--- src/rtl/key_event_classifier.sv ---
// Classifies debounced key presses into single, double and long events,
// with auto-repeat while a long press is held. Emits one-cycle pulses and an event count.
module key_event_classifier #(
    parameter int TICK_DIV  = 50000,
    parameter int LONG_MS   = 1000,
    parameter int DCLK_MS   = 300,
    parameter int REPEAT_MS = 200
) (
    input  logic       clk,
    input  logic       rst,
    input  logic       key_n,
    output logic       single_p,
    output logic       double_p,
    output logic       long_p,
    output logic       repeat_p,
    output logic       busy,
    output logic [9:0] evt_cnt
);

    localparam int              DIV_W       = $clog2(TICK_DIV);
    localparam logic [DIV_W-1:0] DIV_LAST   = DIV_W'(TICK_DIV - 1);
    localparam logic [11:0]     LONG_LAST   = 12'(LONG_MS - 1);
    localparam logic [11:0]     DCLK_LAST   = 12'(DCLK_MS - 1);
    localparam logic [11:0]     REPEAT_LAST = 12'(REPEAT_MS - 1);

    typedef enum logic [2:0] {
        IDLE     = 3'd0,
        PRESS1   = 3'd1,
        WAIT2    = 3'd2,
        LONG     = 3'd3,
        WAIT_REL = 3'd4
    } state_t;

    state_t           state, state_nxt;
    logic             k_d;
    logic [DIV_W-1:0] div_cnt;
    logic [11:0]      ms_cnt;
    logic             press, tick, restart, clr;
    logic             sgl_c, dbl_c, long_c, rep_c;

    assign press = k_d & ~key_n;
    assign tick  = (div_cnt == DIV_LAST);
    assign clr   = (state_nxt != state) | restart;

    always_ff @(posedge clk) begin
        if (!rst) begin
            state <= IDLE;
            busy  <= 1'b0;
        end else begin
            state <= state_nxt;
            busy  <= (state_nxt != IDLE);
        end
    end

    // Release beats threshold in PRESS1/LONG; a new press beats the gap timeout in WAIT2.
    always_comb begin
        state_nxt = state;
        restart   = 1'b0;
        sgl_c     = 1'b0;
        dbl_c     = 1'b0;
        long_c    = 1'b0;
        rep_c     = 1'b0;
        case (state)
            IDLE: begin
                if (press) state_nxt = PRESS1;
            end
            PRESS1: begin
                if (key_n) begin
                    state_nxt = WAIT2;
                end else if (tick && ms_cnt == LONG_LAST) begin
                    long_c    = 1'b1;
                    state_nxt = LONG;
                end
            end
            LONG: begin
                if (key_n) begin
                    state_nxt = IDLE;
                end else if (tick && ms_cnt == REPEAT_LAST) begin
                    rep_c   = 1'b1;
                    restart = 1'b1;
                end
            end
            WAIT2: begin
                if (press) begin
                    dbl_c     = 1'b1;
                    state_nxt = WAIT_REL;
                end else if (tick && ms_cnt == DCLK_LAST) begin
                    sgl_c     = 1'b1;
                    state_nxt = IDLE;
                end
            end
            WAIT_REL: begin
                if (key_n) state_nxt = IDLE;
            end
            default: state_nxt = IDLE;
        endcase
    end

    // k_d resets low so a key held through reset is not seen as a fresh press.
    always_ff @(posedge clk) begin
        if (!rst) begin
            k_d      <= 1'b0;
            div_cnt  <= '0;
            ms_cnt   <= '0;
            single_p <= 1'b0;
            double_p <= 1'b0;
            long_p   <= 1'b0;
            repeat_p <= 1'b0;
            evt_cnt  <= '0;
        end else begin
            k_d      <= key_n;
            single_p <= sgl_c;
            double_p <= dbl_c;
            long_p   <= long_c;
            repeat_p <= rep_c;
            if (sgl_c || dbl_c || long_c) evt_cnt <= evt_cnt + 10'd1;
            if (clr) begin
                div_cnt <= '0;
                ms_cnt  <= '0;
            end else if (tick) begin
                div_cnt <= '0;
                if (ms_cnt != 12'hFFF) ms_cnt <= ms_cnt + 12'd1;
            end else begin
                div_cnt <= div_cnt + DIV_W'(1);
            end
        end
    end

endmodule

--- config.mk ---
export PLATFORM = sky130hd
export DESIGN_NAME = key_event_classifier
export DESIGN_NICKNAME = d
export VERILOG_FILES = /design/src/rtl/key_event_classifier.sv
export SDC_FILE = /design/constraint.sdc
export NUM_CORES = 1
export LEC_CHECK = 0
export ABC_AREA = 1
export CORE_ASPECT_RATIO = 1.2
export CORE_UTILIZATION = 30
export CTS_BUF_LIST = sky130_fd_sc_hd__clkbuf_8 sky130_fd_sc_hd__clkbuf_16
export CTS_CLUSTER_DIAMETER = 120
export CTS_CLUSTER_SIZE = 10
export DETAILED_ROUTE_END_ITERATION = 7
export PLACE_DENSITY_LB_ADDON = 0.08
export SKIP_CTS_REPAIR_TIMING = 1
export SYNTH_ARGS = -nofsm -noshare
export SYNTH_HDL_FRONTEND = slang
export SYNTH_SLANG_ARGS = --single-unit
export TNS_END_PERCENT = 20
--- constraint.sdc ---
create_clock -name clk -period 4.3 [get_ports clk]
set_input_delay 0.86 -clock clk [delete_from_list [all_inputs] [get_ports clk]]
set_output_delay 0.86 -clock clk [all_outputs]
set_load 0.01 [all_outputs]
# --- Yosys cells after proc, flatten, opt, wreduce, memory -nomap -nowiden ---
# Index checks and enable logic that the tools add are counted.
classes:
  eq_ne: 10
  n_reduce_logical: 11
  bitwise: 4
  muxes: 18
  n_addsub: 3
op_table:
  columns: ["op", "n"]
  rows:
  - ["two-way mux 3 bit", 6]
  - ["adder 16 x 1 -> 16 bit, second input constant", 1]
  - ["equality test 16 bit, second input constant", 1]
  - ["adder 12 x 1 -> 12 bit, second input constant", 1]
  - ["equality test 12 x 10 -> 1 bit, second input constant", 1]
  - ["equality test 12 x 8 -> 1 bit, second input constant", 1]
  - ["equality test 12 x 9 -> 1 bit, second input constant", 1]
  - ["inequality test 12 bit, second input constant", 1]
  - ["case mux 3 bit (4 select lines)", 1]
  - ["two-way mux 1 bit", 11]
  - ["adder 10 x 1 -> 10 bit, second input constant", 1]
  - ["equality test 3 x 2 -> 1 bit, second input constant", 2]
  - ["OR reduction 2 bit", 2]
  - ["equality test 3 x 1 -> 1 bit, second input constant", 1]
  - ["equality test 3 bit, second input constant", 1]
  - ["logical AND 1 bit", 3]
  - ["zero test 3 bit", 1]
  - ["inequality test 3 bit", 1]
  - ["nonzero test 3 bit", 1]
  - ["OR reduction 3 bit", 1]
  - ["logical OR 1 bit", 2]
  - ["NOT 1 bit", 2]
  - ["AND reduction 2 bit", 1]
  - ["AND 1 bit", 1]
  - ["bitwise OR 1 bit", 1]
totals:
  reg_bits: 47
  elab_cells: 56
  out_inout_bits: 15
  inputBits: 3

# --- Logic depth before layout (Yosys ltp) ---
logic_depth:
  ltp_word: 8
  depth_mapped: 13
  mapped_depth_nobuf: 13

# --- Worst setup path after synthesis ---
# Ideal clock, no wire load.
synth_path:
  path_type: "input to register"
  startpoint: "in key_n"
  endpoint: "reg ms_cnt[10]"
  path_buffers: 1
  setup_time_ns: 0.140
  cell_stages: 9
  required_time_ns: 4.160
  arrival_ns: 1.854
  setup_slack_ns: 2.306
  path_cell_list: "inv_2 -> nand3_1 -> nor2_1 -> nand3_1 -> o21bai_1 -> nor2_2 -> nand4_4 -> buf_6 -> nor3_2"
synth_via:
  elab_chain_len: 7
  word_cells_on_any_way: 12
  classes_between: "1 x eq/ne; 7 x mux; 3 x bitwise; 1 x reduce/logical"
synth_rtl:
  columns: ["element", "line", "rtl"]
  rows:
  - ["from (decl)", "11", "input logic key_n,"]
  - ["NOT 1 bit", "41", "assign press = k_d & ~key_n;"]
  - ["AND 1 bit", "41", null]
  - ["two-way mux 3 bit (on tied branches)", "84, 65", null]
  - ["case mux 3 bit (4 select lines)", "63", "case (state)"]
  - ["inequality test 3 bit", "43", "assign clr = (state_nxt != state) | restart;"]
  - ["bitwise OR 1 bit (*)", "43", null]
  - ["OR reduction 2 bit (no source line) (*)", null, null]
  - ["to (signal assigned)", "122", "if (ms_cnt != 12'hFFF) ms_cnt <= ms_cnt + 12'd1;"]
  - ["to (decl)", "37", "logic [11:0] ms_cnt;"]
# Every way passes the cells marked *; elsewhere a longest branch is shown, timed or not.
# A chain may end at the register's enable or synchronous reset.

# --- Worst setup path in the final report ---
layout_path:
  startpoint: "in key_n"
  endpoint: "reg div_cnt[8]"
layout_via:
  elab_chain_len: 7
  word_cells_on_any_way: 12
  classes_between: "1 x eq/ne; 7 x mux; 3 x bitwise; 1 x reduce/logical"
layout_rtl:
  columns: ["element", "line", "rtl"]
  rows:
  - ["NOT 1 bit", "41", null]
  - ["AND 1 bit", "41", null]
  - ["two-way mux 3 bit (on tied branches)", "84, 65", null]
  - ["case mux 3 bit (4 select lines)", "63", null]
  - ["inequality test 3 bit", "43", null]
  - ["bitwise OR 1 bit (*)", "43", null]
  - ["OR reduction 3 bit (no source line) (*)", null, null]
  - ["to (signal assigned)", "124", "div_cnt <= div_cnt + DIV_W'(1);"]
  - ["to (decl)", "36", "logic [DIV_W-1:0] div_cnt;"]
# Marks and branches as above.

==> reports/metrics.csv <==
metric,value,unit
route.antenna.remaining_nets,0,
gr-total-overflow,0,
avgViaCountPerCell,4.43,
min_to,div_cnt[0],
synth_edf_count,0,
timing.critical_path.required,4.51,ns
synth_top_flop_cell,sky130_fd_sc_hd__dfxtp_1,
final_period_demand_of_the_worst_path,2.66,ns
setup.reg_to_reg.worst_slack,2.16,ns
cts_htree_levels,2,
first_pass_iteration_count_of_the_detailed_router,4,
finish.net_count,419,
layout-drive-gt1-share,17.1,%
timing.critical_path.slowest_stage_cell,sky130_fd_sc_hd__clkdlybuf4s50_1,
worst_pin_slew,0.730,ns
power.internal,0.000560,W
r2r.worst_path.cells,10,
cp_top_family,simple AND/OR/NAND/NOR gates,
vdd_ir_drop_max,0.122,mV
detailed_place_hpwl,4460,µm
most_frequent_cells_in_the_layout,"97 x sky130_fd_sc_hd__nand2_1, 57 x sky130_fd_sc_hd__inv_1, 47 x sky130_fd_sc_hd__dfxtp_1",
net-switching-power,0.000190,W
cp_cell_sequence,"clkdlybuf4s50_1, inv_2, nand3_1, nor2_1, nand3_1, o21bai_1, nor2_2, nand4_4, nor3_1",
sw_frac_of_total,25.3,%
setup.worst_path.start_class,primary input,
worst_ep_arrival_time,2.86,ns
fin_worst_hold_slack,0.470,ns
leakage,1.13,nW
finalMaxSlewViolations,0,
drt-total-wl,6090,µm
clk-insertion-delay-late,0.30,ns
routed-via-count,2368,
max_clock_freq,377,MHz
clkTransAtPathRegs,0.08,ns
comb_power_share,6.0,%
cellPowerDensity,237,nW/µm²
setup.worst_path.end_class,flip-flop,
mapped_nets,403,
hold_violations,0,
netlist_instances,397,
floorplan.initialDensity,31.1,%
wl_per_cell,11.4,µm
hold_class,reg2reg,
post_synthesis_sequential_element_count,47,
slowest_delay,0.51,ns
timing.setup.tns,0,ns
num_io_pins,18,
rsz0062_at_grt,false,
die_height,108,µm
status,finished clean,
most_common_cell_after_layout_fill_and_taps_aside,sky130_fd_sc_hd__nand2_1,
drt_drc_violations_left,0,
antenna_cells_inserted,0,
cts_tree,built,
netlist_area,2840,µm²
floorplan.core_area,9130,µm²
vias_in_the_first_global_route,2376,
routabilityCongestion,0.780,
crit_path_max_fanout,28,
initialDrtViolationCount,57,
die-width,90.7,µm
path_class,in2reg,
holdCritStartpoint,div_cnt[0],
max-cap-violations,0,
maxSlewHeadroom,51.2,%
grt_max_degree,29,
clkPwrFrac,34.9,%
period_share,61.8,%
reg2reg_from,ms_cnt[0],
grt_first_pass_wirelength,10900,µm
antenna_found_initial,0,
synth-seq-area-share,33.2,%
floorplan.die_area,9850,µm²
worst_clock_skew,0.00767,ns
syn2layout_area_growth,11.9,%
path_depth,9,
globalRouteTotalUtil,13.6,%
total_cts_buffers,5,
synth-warning-count,0,
synth.avg_cell_area,7.14,µm²
async_reset_ff_share,0,%
reg2reg_to,div_cnt[8],
min_delay_path_depth,1,
report.final.setup_viol,0,
power.share.sequential,59.0,%
cts-root-to-sink-buffers,2,
cts_root_buffer,sky130_fd_sc_hd__clkbuf_8,
fillers,1029,
clock-sinks,47,
place.port_buffers,17,
critical_path_buf_inv_count,2,
synth.distinct_cells,35,
crit_path_frequent_cell,sky130_fd_sc_hd__nand3_1,
placement_rows,38,
-- metrics by stage --
| step | cell area [µm²] | std cells | setup slack (ns) | util (%) | power [W] |
|---|---|---|---|---|---|
| global route | 3170 | 534 | 1.40 | 34.7 | 0.000787 |
| floorplan | 2840 | 397 | 2.31 | - | 0.000491 |
| detailed placement | 3090 | 526 | 1.29 | 33.9 | 0.000500 |
| global placement | 3090 | 526 | 1.35 | 33.9 | 0.000501 |
| CTS | 3170 | 534 | 1.60 | 34.7 | 0.000766 |
| finish | 3170 | 534 | 1.64 | 34.7 | 0.000750 |
-- power groups by stage --
| stage | registers, W | clock network [W] | logic [W] |
|---|---|---|---|
| finish | 0.000443 | 0.000262 | 0.0000454 |
| global route | 0.000444 | 0.000292 | 0.0000510 |
| CTS | 0.000443 | 0.000275 | 0.0000472 |
| detailed placement | 0.000453 | 0 | 0.0000471 |
| global placement | 0.000453 | 0 | 0.0000474 |
| floorplan | 0.000453 | 0 | 0.0000381 |
-- cells by family (layout without fill, tap and decap cells) --
group / count (synthesis) / in the layout / share of synthesized area [%]
AO/OA/AOI/OAI: 18 / 18 / 4.59
XOR/XNOR: 30 / 30 / 9.27
adder cells (fa/ha/maj): 3 / 3 / 1.32
buffers and inverters: 74 / 91 / 11.0
flip-flops: 47 / 47 / 33.2
AND/OR/NAND/NOR: 225 / 225 / 40.6
-- state kept, by name (all words and copies together), names as in the netlist --
signal	count
ms_cnt	12
state	3
evt_cnt	10
k_d	1
double_p	1
single_p	1
div_cnt	16
long_p	1
busy	1
repeat_p	1
-- area by class of cell --
type	count	area (µm²)	area share, %
Timing Repair Buffer	17	170	5.36
Sequential cell	47	941	29.7
Multi-Input combinational cell	276	1580	49.9
Clock inverter	3	12.5	0.394
Tap cell	120	150	4.73
Inverter	66	248	7.81
Clock buffer	5	68.8	2.17
-- worst max path at each step --
stage / from / endpoint / slack [ns]
2_1_floorplan: key_n / ms_cnt[10] / 2.31
3_3_place_gp: key_n / div_cnt[3] / 1.35
3_5_place_dp: key_n / div_cnt[8] / 1.29
4_1_cts: key_n / div_cnt[8] / 1.60
5_1_grt: key_n / div_cnt[4] / 1.40
6_report: key_n / div_cnt[8] / 1.64
-- synthesized netlist by cell type (3+ instances only) --
cell	instances	area (µm²)
sky130_fd_sc_hd__nand2_1	97	364
sky130_fd_sc_hd__inv_1	55	206
sky130_fd_sc_hd__dfxtp_1	47	941
sky130_fd_sc_hd__nor2_1	39	146
sky130_fd_sc_hd__xor2_1	26	228
sky130_fd_sc_hd__nor3_2	22	220
sky130_fd_sc_hd__nand3_1	18	90.1
sky130_fd_sc_hd__nor3_1	15	75.1
sky130_fd_sc_hd__nand2_2	12	75.1
sky130_fd_sc_hd__inv_2	10	37.5
sky130_fd_sc_hd__a21oi_2	8	70.1
sky130_fd_sc_hd__nand4_1	6	37.5
sky130_fd_sc_hd__nor2_2	5	31.3
sky130_fd_sc_hd__buf_6	4	45.0
sky130_fd_sc_hd__o21ai_0	4	20.0
sky130_fd_sc_hd__xnor2_1	4	35.0
sky130_fd_sc_hd__ha_1	3	37.5
sky130_fd_sc_hd__nand3_2	3	30.0
sky130_fd_sc_hd__nor4_1	3	18.8
-- per-layer routing --
metal  wire length (µm)  vias to the layer above  global-route usage [%]
met1               2930                     1084                    16.0
met4                 65                        0                    3.80
met2               2960                       19                    25.1
met3                135                        5                    2.32
met5                  0                        -                       0
li1                   -                     1260                       -
No activity file was read; power rests on OpenSTA's default activity.
